--- config.mk ---
export PLATFORM = sky130hd
export DESIGN_NAME = run_matcher
export DESIGN_NICKNAME = d
export VERILOG_FILES = /design/src/rtl/run_matcher_pkg.sv /design/src/rtl/run_matcher_run_counter.sv /design/src/rtl/run_matcher.sv
export SDC_FILE = /design/constraint.sdc
export NUM_CORES = 1
export LEC_CHECK = 0
export ABC_AREA = 1
export CAP_MARGIN = 10
export CORE_MARGIN = 3
export CORE_UTILIZATION = 52
export CTS_CLUSTER_SIZE = 30
export DETAILED_ROUTE_END_ITERATION = 16
export PLACE_DENSITY = 0.95
export SETUP_SLACK_MARGIN = 0.2
export SLEW_MARGIN = 20
export SYNTH_ARGS = -nofsm -noshare
export SYNTH_HDL_FRONTEND = slang
export SYNTH_HIERARCHICAL = 1
export SYNTH_SLANG_ARGS = --single-unit
export TNS_END_PERCENT = 1
--- constraint.sdc ---
create_clock -name clk -period 5.5 [get_ports clk]
set_input_delay 0.825 -clock clk [delete_from_list [all_inputs] [get_ports clk]]
set_output_delay 0.825 -clock clk [all_outputs]
set_load 0.01 [all_outputs]
--- src/rtl/run_matcher_pkg.sv ---
// Shared types and default widths for the run_matcher symbol-run detector.
package run_matcher_pkg;

  typedef enum logic [1:0] {
    IDLE  = 2'b00,
    COUNT = 2'b01,
    MATCH = 2'b10,
    ERROR = 2'b11
  } state_t;

  localparam int DEF_CNT_W = 4;
  localparam int DEF_HIT_W = 8;

endpackage

--- src/rtl/run_matcher_run_counter.sv ---
// Saturating run-length register with synchronous clear/increment and a
// look-ahead compare telling the FSM whether one more hit reaches thr.
module run_counter #(
  parameter int CNT_W = 4
) (
  input  logic             clk,
  input  logic             reset,
  input  logic             clear,
  input  logic             inc,
  input  logic [CNT_W-1:0] thr,
  output logic [CNT_W-1:0] cnt,
  output logic             at_thr
);

  logic [CNT_W-1:0] cnt_reg;

  always_ff @(posedge clk) begin
    if (reset) begin
      cnt_reg <= '0;
    end else if (clear) begin
      // clear together with inc restarts a run at length 1
      cnt_reg <= inc ? CNT_W'(1) : '0;
    end else if (inc && (cnt_reg != '1)) begin
      cnt_reg <= cnt_reg + CNT_W'(1);
    end
  end

  assign cnt    = cnt_reg;
  assign at_thr = (({1'b0, cnt_reg} + (CNT_W + 1)'(1)) >= {1'b0, thr});

endmodule

--- src/rtl/run_matcher.sv ---
// Detects runs of match_sym in a valid-qualified symbol stream.
// Optional hit counter enabled by defining RUN_MATCHER_HITCNT_EN.
module run_matcher
  import run_matcher_pkg::*;
#(
  parameter int SYM_W = 1,
  parameter int CNT_W = DEF_CNT_W,
  parameter int HIT_W = DEF_HIT_W
) (
  input  logic             clk,
  input  logic             reset,
  input  logic             start,
  input  logic             in_valid,
  input  logic [SYM_W-1:0] in_sym,
  input  logic [SYM_W-1:0] match_sym,
  input  logic [CNT_W-1:0] threshold,
  output logic             y_val,
  output logic             match_pulse,
  output logic [CNT_W-1:0] run_len,
  output logic [HIT_W-1:0] hit_cnt,
  output logic             busy
);

  state_t           state_reg, state_next;
  logic [CNT_W-1:0] thr_reg, thr_next;
  logic             pulse_reg;
  logic             enter_match;
  logic             cnt_clear, cnt_inc, at_thr;
  logic [CNT_W-1:0] cnt;
  logic             hit, miss;
  logic [CNT_W-1:0] thr_eff;

  assign hit     = in_valid && (in_sym == match_sym);
  assign miss    = in_valid && (in_sym != match_sym);
  assign thr_eff = (threshold == '0) ? CNT_W'(1) : threshold;

  always_comb begin
    state_next  = state_reg;
    thr_next    = thr_reg;
    cnt_clear   = 1'b0;
    cnt_inc     = 1'b0;
    enter_match = 1'b0;
    case (state_reg)
      IDLE: begin
        if (start && hit) begin
          thr_next  = thr_eff;
          cnt_clear = 1'b1;
          cnt_inc   = 1'b1;
          if (thr_eff == CNT_W'(1)) begin
            state_next  = MATCH;
            enter_match = 1'b1;
          end else begin
            state_next = COUNT;
          end
        end
      end
      COUNT: begin
        if (hit) begin
          cnt_inc = 1'b1;
          if (at_thr) begin
            state_next  = MATCH;
            enter_match = 1'b1;
          end
        end else if (miss) begin
          state_next = IDLE;
          cnt_clear  = 1'b1;
        end
      end
      MATCH: begin
        if (hit) begin
          cnt_inc = 1'b1;
        end else if (miss) begin
          state_next = IDLE;
          cnt_clear  = 1'b1;
        end
      end
      default: begin
        state_next = IDLE;
        cnt_clear  = 1'b1;
      end
    endcase
  end

  always_ff @(posedge clk) begin
    if (reset) begin
      state_reg <= IDLE;
      thr_reg   <= '0;
      pulse_reg <= 1'b0;
    end else begin
      state_reg <= state_next;
      thr_reg   <= thr_next;
      pulse_reg <= enter_match;
    end
  end

  run_counter #(.CNT_W(CNT_W)) u_run_counter (
    .clk    (clk),
    .reset  (reset),
    .clear  (cnt_clear),
    .inc    (cnt_inc),
    .thr    (thr_reg),
    .cnt    (cnt),
    .at_thr (at_thr)
  );

`ifdef RUN_MATCHER_HITCNT_EN
  logic [HIT_W-1:0] hit_cnt_reg;

  always_ff @(posedge clk) begin
    if (reset) begin
      hit_cnt_reg <= '0;
    end else if (enter_match) begin
      hit_cnt_reg <= hit_cnt_reg + HIT_W'(1);
    end
  end

  assign hit_cnt = hit_cnt_reg;
`else
  assign hit_cnt = '0;
`endif

  // Outputs decode from registers only; an illegal state forces them quiet.
  assign y_val       = (state_reg == MATCH);
  assign busy        = (state_reg == COUNT) || (state_reg == MATCH);
  assign match_pulse = pulse_reg && (state_reg != ERROR);
  assign run_len     = (state_reg == ERROR) ? '0 : cnt;

endmodule

==> impl_metrics.yaml, run 1 <==
clock_tree:
  worstSkewPairLatency_ns: 0.27
  cts_buffer_depth: 2
  cts_tree: "done"
  cts_setup_buffers: 0
  clkSlewWorstSetupHoldPaths_ns: 0.07
  cts_root_buf: "clkbuf_4"
  ctsHtreeMaxLevel: 1
  cts.sinks: 11
  post_cts_resized: 0
  numCtsBuffers: 3
  ctsHoldBuffers: 0
sta:
  grt_setup_unrepaired: "false"
  fin_worst_skew_ns: 0.00514
  whs_ns: 0.479
  min_period_over_period: 0.459
  fmax_ghz: 0.396
  setup_viol: 0
  report.final.slew_viol_count: 0
  min_period_ns: 2.53
  hold_violations: 0
  finalSetupTns_ns: 0
  setup_ws_ns: 2.97
synth:
  ys_ff_latch: 11
  yosysUniqueCellTypes: 26
  ys_seq_area_frac: 0.224
  synth_area_leaders: "dfxtp_1, ha_1, inv_1"
  yosys_warnings: 6
  syn_area_um2: 981
  syn_area_per_cell_um2: 6.77
  synth_top_area_share: 0.224
  synthCells: 145
  synth_top_area_cell: "dfxtp_1"
die:
  start_util: 0.562
  dieArea_um2: 2440
  die_x_um: 49.4
  io_pins: 25
  num_rows: 15
  core_um2: 1750
  die_h_um: 49.4
min_path:
  hp-class: "flop to flop"
  hold_start: "thr_reg[1]"
drt:
  wl_per_cell_um: 10.8
  wirelength_mm: 2.04
  drt_first_pass_iters: 4
  vias_per_cell: 4.89
  drt_iter0_markers: 8
  antenna_left: 0
  drc: 0
  vias: 924
grt:
  gr-total-overflow: 0
  grtUsageTotal: 0.187
  grt_pass1_vias: 912
  grt_pass1_wl_mm: 3.62
  grt_max_degree: 10
  antenna_found_initial: 0
final_layout:
  nNetsFinal: 185
  fill_cells: 149
  areaGrowthSynthToFinish_pct: 18.8
  fin_cells: 189
  drive_above_1_share: 0.122
  multi_input_area_um2: 621
  utilization: 0.667
  n_antenna_cell: 0
  regArea_um2: 220
placed_design:
  dp_cells: 185
  pre_cts_ws_ns: 2.97
  port_buffers: 16
  gp_congestion: 0.823
  place_hpwl_mm: 1.73
run_status:
  status: "completed"
run:
  drv_cap: 0
power_and_ir_drop:
  p_leak_nw: 0.536
  power_density_nw_per_um2: 213
  max-vdd-ir-drop_uv: 126
critical_path:
  r2r-end: "state_reg[1]"
  end_kind: "output port"
  worstSetupPathType: "flop to output port"
  setup.worst_path.end: "busy"
  cp_max_fo: 6
  cp_data_required_time_ns: 4.68
  r2r_cells: 14
  cp.arrival_ns: 1.70
  crit_path_start: "state_reg[0]"
  reg2reg_from: "u_run_counter/cnt[0]"
  crit_path_start_kind: "flop"
  ff2ff_setup_slack_ns: 3.09
-- how the worst min path moves through the flow --
stage / endpoint / slack [ns] / cells after the start
finish: thr_reg[1] / 0.48 / 2
global route: thr_reg[0] / 0.49 / 2
CTS: thr_reg[1] / 0.47 / 2
detailed placement: thr_reg[1] / 0.46 / 2
global placement: thr_reg[1] / 0.46 / 2
floorplan: thr_reg[1] / 0.44 / 2
-- cells in the mapped netlist --
master    count
o21ai_1       1
a211oi_2      1
nand2_1      19
a21boi_0      1
a21oi_2       2
dfxtp_1      11
nor2_1       18
or2_1         1
buf_4         8
inv_1        27
nor3_1        1
a21boi_2      1
ha_1         10
nor2_2        2
nand3_1      13
conb_1        1
nand2_4       2
clkinv_2      1
o21bai_1      1
nand3_4       1
nand4_1       6
nand2_2       6
o21ai_0       3
nand3_2       1
a21oi_1       6
and2_1        1
-- power by group --
part	switching, mW	leakage, nW	internal (mW)
sequential	0.00844	0.0894	0.0859
clock	0.0276	0.0150	0.0281
combinational	0.0565	0.432	0.0420
-- worst max-delay path, cell delays in order, from the launching register on --
cell	delay [ns]
dfxtp_1	0.45
inv_1	0.10
ha_1	0.33
clkdlybuf4s50_1	0.55
-- routing by layer --
| metal | up-vias | GRT usage | share of wire |
|---|---|---|---|
| met5 | - | 0 | 0 |
| met4 | 0 | 0.0645 | 0.0078 |
| met3 | 2 | 0.0398 | 0.037 |
| met2 | 20 | 0.366 | 0.55 |
| met1 | 420 | 0.191 | 0.41 |
| li1 | 482 | - | - |
-- area by class of cell --
class | count | area share
well taps | 25 | 0.0269
clock buffers | 4 | 0.0226
repair buffers | 16 | 0.137
multi-input cells | 105 | 0.533
inverters | 28 | 0.0913
flip-flops and latches | 11 | 0.189
-- cells by family after synthesis --
family,after synthesis,synth area share
adders and majority gates,10,0.128
buffers and inverters,36,0.170
other,1,0.00382
DFF,11,0.224
and+or+nand+nor,71,0.366
AOI/OAI and AO/OA,16,0.108
-- through the flow --
step | cell area [um^2] | power (mW)
after detailed placement | 1140 | 0.194
final | 1160 | 0.248
after CTS | 1160 | 0.249
after global routing | 1160 | 0.269
after floorplan | 1010 | 0.165
after global placement | 1140 | 0.189
-- placed cells by master (no fill, tap or decap), drive strengths merged --
master,netlist,final
nand3,15,15
or2,1,1
a211oi,1,1
nor2,20,20
nand2,27,27
dfxtp,11,11
and2,1,1
a21oi,8,8
clkdlybuf4s50,0,16
ha,10,10
inv,27,27
clkbuf,0,4
clkinv,1,1
conb,1,8
o21ai,4,4
o21bai,1,1
nand4,6,6
a21boi,2,2
nor3,1,1
(Power assumes the default switching activity.)
==> run 2, diff against run 1 <==
--- a/config.mk
+++ b/config.mk
@@ -8,10 +8,10 @@
 export ABC_AREA = 1
 export CAP_MARGIN = 10
 export CORE_MARGIN = 3
-export CORE_UTILIZATION = 52
+export CORE_UTILIZATION = 48
 export CTS_CLUSTER_SIZE = 30
 export DETAILED_ROUTE_END_ITERATION = 16
-export PLACE_DENSITY = 0.95
+export PLACE_DENSITY = 0.91
 export SETUP_SLACK_MARGIN = 0.2
 export SLEW_MARGIN = 20
 export SYNTH_ARGS = -nofsm -noshare
==> constraint.sdc (replaced) <==
create_clock -name clk -period 2.6 [get_ports clk]
set_input_delay 0.39 -clock clk [delete_from_list [all_inputs] [get_ports clk]]
set_output_delay 0.39 -clock clk [all_outputs]
set_load 0.01 [all_outputs]
==> run 2 against run 1 <==
Clock skew shrank 0.0026 ns. Global-route usage grew 0.10 points. Worst hold slack lost 0.0096 ns. Largest cell class unchanged.
==> impl_metrics.yaml, run 2 (synthesized netlist as in run 1, its figures left out) <==
sta:
  report.final.slew_viol_count: 0
  finalSetupTns_ns: 0
  min_period_ns: 2.24
  grt_setup_unrepaired: "false"
  hold_violations: 0
  fin_worst_skew_ns: 0.00255
  min_period_over_period: 0.862
  setup_viol: 0
  fmax_ghz: 0.446
  whs_ns: 0.470
die:
  die_h_um: 51.2
  start_util: 0.539
  core_um2: 1820
  num_rows: 15
  io_pins: 25
  die_x_um: 51.2
  dieArea_um2: 2620
clock_tree:
  numCtsBuffers: 3
  post_cts_resized: 0
  cts_tree: "done"
  ctsHtreeMaxLevel: 1
  clkSlewWorstSetupHoldPaths_ns: 0.08
  cts.sinks: 11
  cts_setup_buffers: 0
  ctsHoldBuffers: 0
  cts_buffer_depth: 2
  cts_root_buf: "clkbuf_4"
  worstSkewPairLatency_ns: 0.28
drt:
  drc: 0
  wirelength_mm: 2.15
  drt_first_pass_iters: 4
  drt_iter0_markers: 18
  antenna_left: 0
  vias_per_cell: 5.02
  wl_per_cell_um: 11.4
  vias: 949
critical_path:
  crit_family: "simple AND/OR/NAND/NOR gates"
  r2r_cells: 14
  cp_data_required_time_ns: 2.76
  ff2ff_setup_slack_ns: 0.36
  cp_cell_sequence: "ha_2, or2_1, and2_1, ha_4, nand2_1, nor2_1, nand2_1, nand4_1, o21ai_1, nand3_2, nand3_1, nor2_1, nor2_1, nor2_1"
  crit_path_start_kind: "flop"
  critPathMaxStageDelay_ns: 0.37
  cp.arrival_ns: 2.41
  worst_path_max_delay_cell: "dfxtp_4"
  cp_max_fo: 6
  path_depth: 14
  worstSetupPathType: "flop to flop"
  end_kind: "flop"
  path_buf_inv: 0
  worst_path_most_repeated_cell: "nor2_1"
final_layout:
  layout_commonest_cell: "inv_1"
  nNetsFinal: 185
  areaGrowthSynthToFinish_pct: 21.7
  drive_above_1_share: 0.159
  final_cell_mix: "inv_1, nand2_1, nor2_1"
  fin_cells: 189
  fill_cells: 159
  n_antenna_cell: 0
  finalInstanceArea_um2: 1190
grt:
  grt_pass1_wl_mm: 3.66
  antenna_found_initial: 0
  grtUsageTotal: 0.188
  gr-total-overflow: 0
  grt_max_degree: 10
  grt_pass1_vias: 935
run_status:
  status: "completed"
placed_design:
  port_buffers: 16
  placed_area_um2: 1140
  dp_cells: 185
  gp_congestion: 0.899
  place_hpwl_mm: 1.64
min_path:
  min_delay_path_depth: 2
  hp-class: "flop to flop"
run:
  drv_cap: 0
power_and_ir_drop:
  power_density_nw_per_um2: 457
  max-vdd-ir-drop_uv: 239
  p_leak_nw: 0.535
-- run 2: layout make-up --
cell class	count	area [um^2]	area share
flip-flops and latches	11	225	0.189
clock buffers	4	26.3	0.0220
repair buffers	16	160	0.134
multi-input cells	105	644	0.540
inverters	28	106	0.0891
well taps	25	31.3	0.0262
-- run 2: final timing paths --
check,from,to
hold / removal,thr_reg[1],thr_reg[1]
setup / recovery,u_run_counter/cnt[0],state_reg[1]
hold reg to reg,thr_reg[1],thr_reg[1]
setup reg to reg,u_run_counter/cnt[0],state_reg[1]
-- run 2: tightest hold or removal path: stages (launching register included) --
cell and delay (ns):
dfxtp_1 0.32, nand2_2 0.06, a21oi_1 0.05
-- run 2: stage by stage --
step / util / setup slack [ns] / total power, mW
floorplan: - / 0.497 / 0.348
global placement: 0.625 / 0.386 / 0.400
global route: 0.656 / 0.230 / 0.581
finish: 0.656 / 0.358 / 0.546
CTS: 0.640 / 0.247 / 0.537
detailed placement: 0.625 / 0.273 / 0.412
-- run 2: power by group --
| group | internal [mW] | switching (mW) |
|---|---|---|
| registers | 0.182 | 0.0182 |
| logic | 0.0916 | 0.128 |
| clock network | 0.0596 | 0.0662 |
-- run 2: metal layers --
layer | vias up | part of all wire | track usage
li1 | 486 | - | -
met1 | 426 | 0.41 | 0.186
met2 | 29 | 0.50 | 0.339
met3 | 8 | 0.042 | 0.0350
met4 | 0 | 0.041 | 0.148
met5 | - | 0 | 0
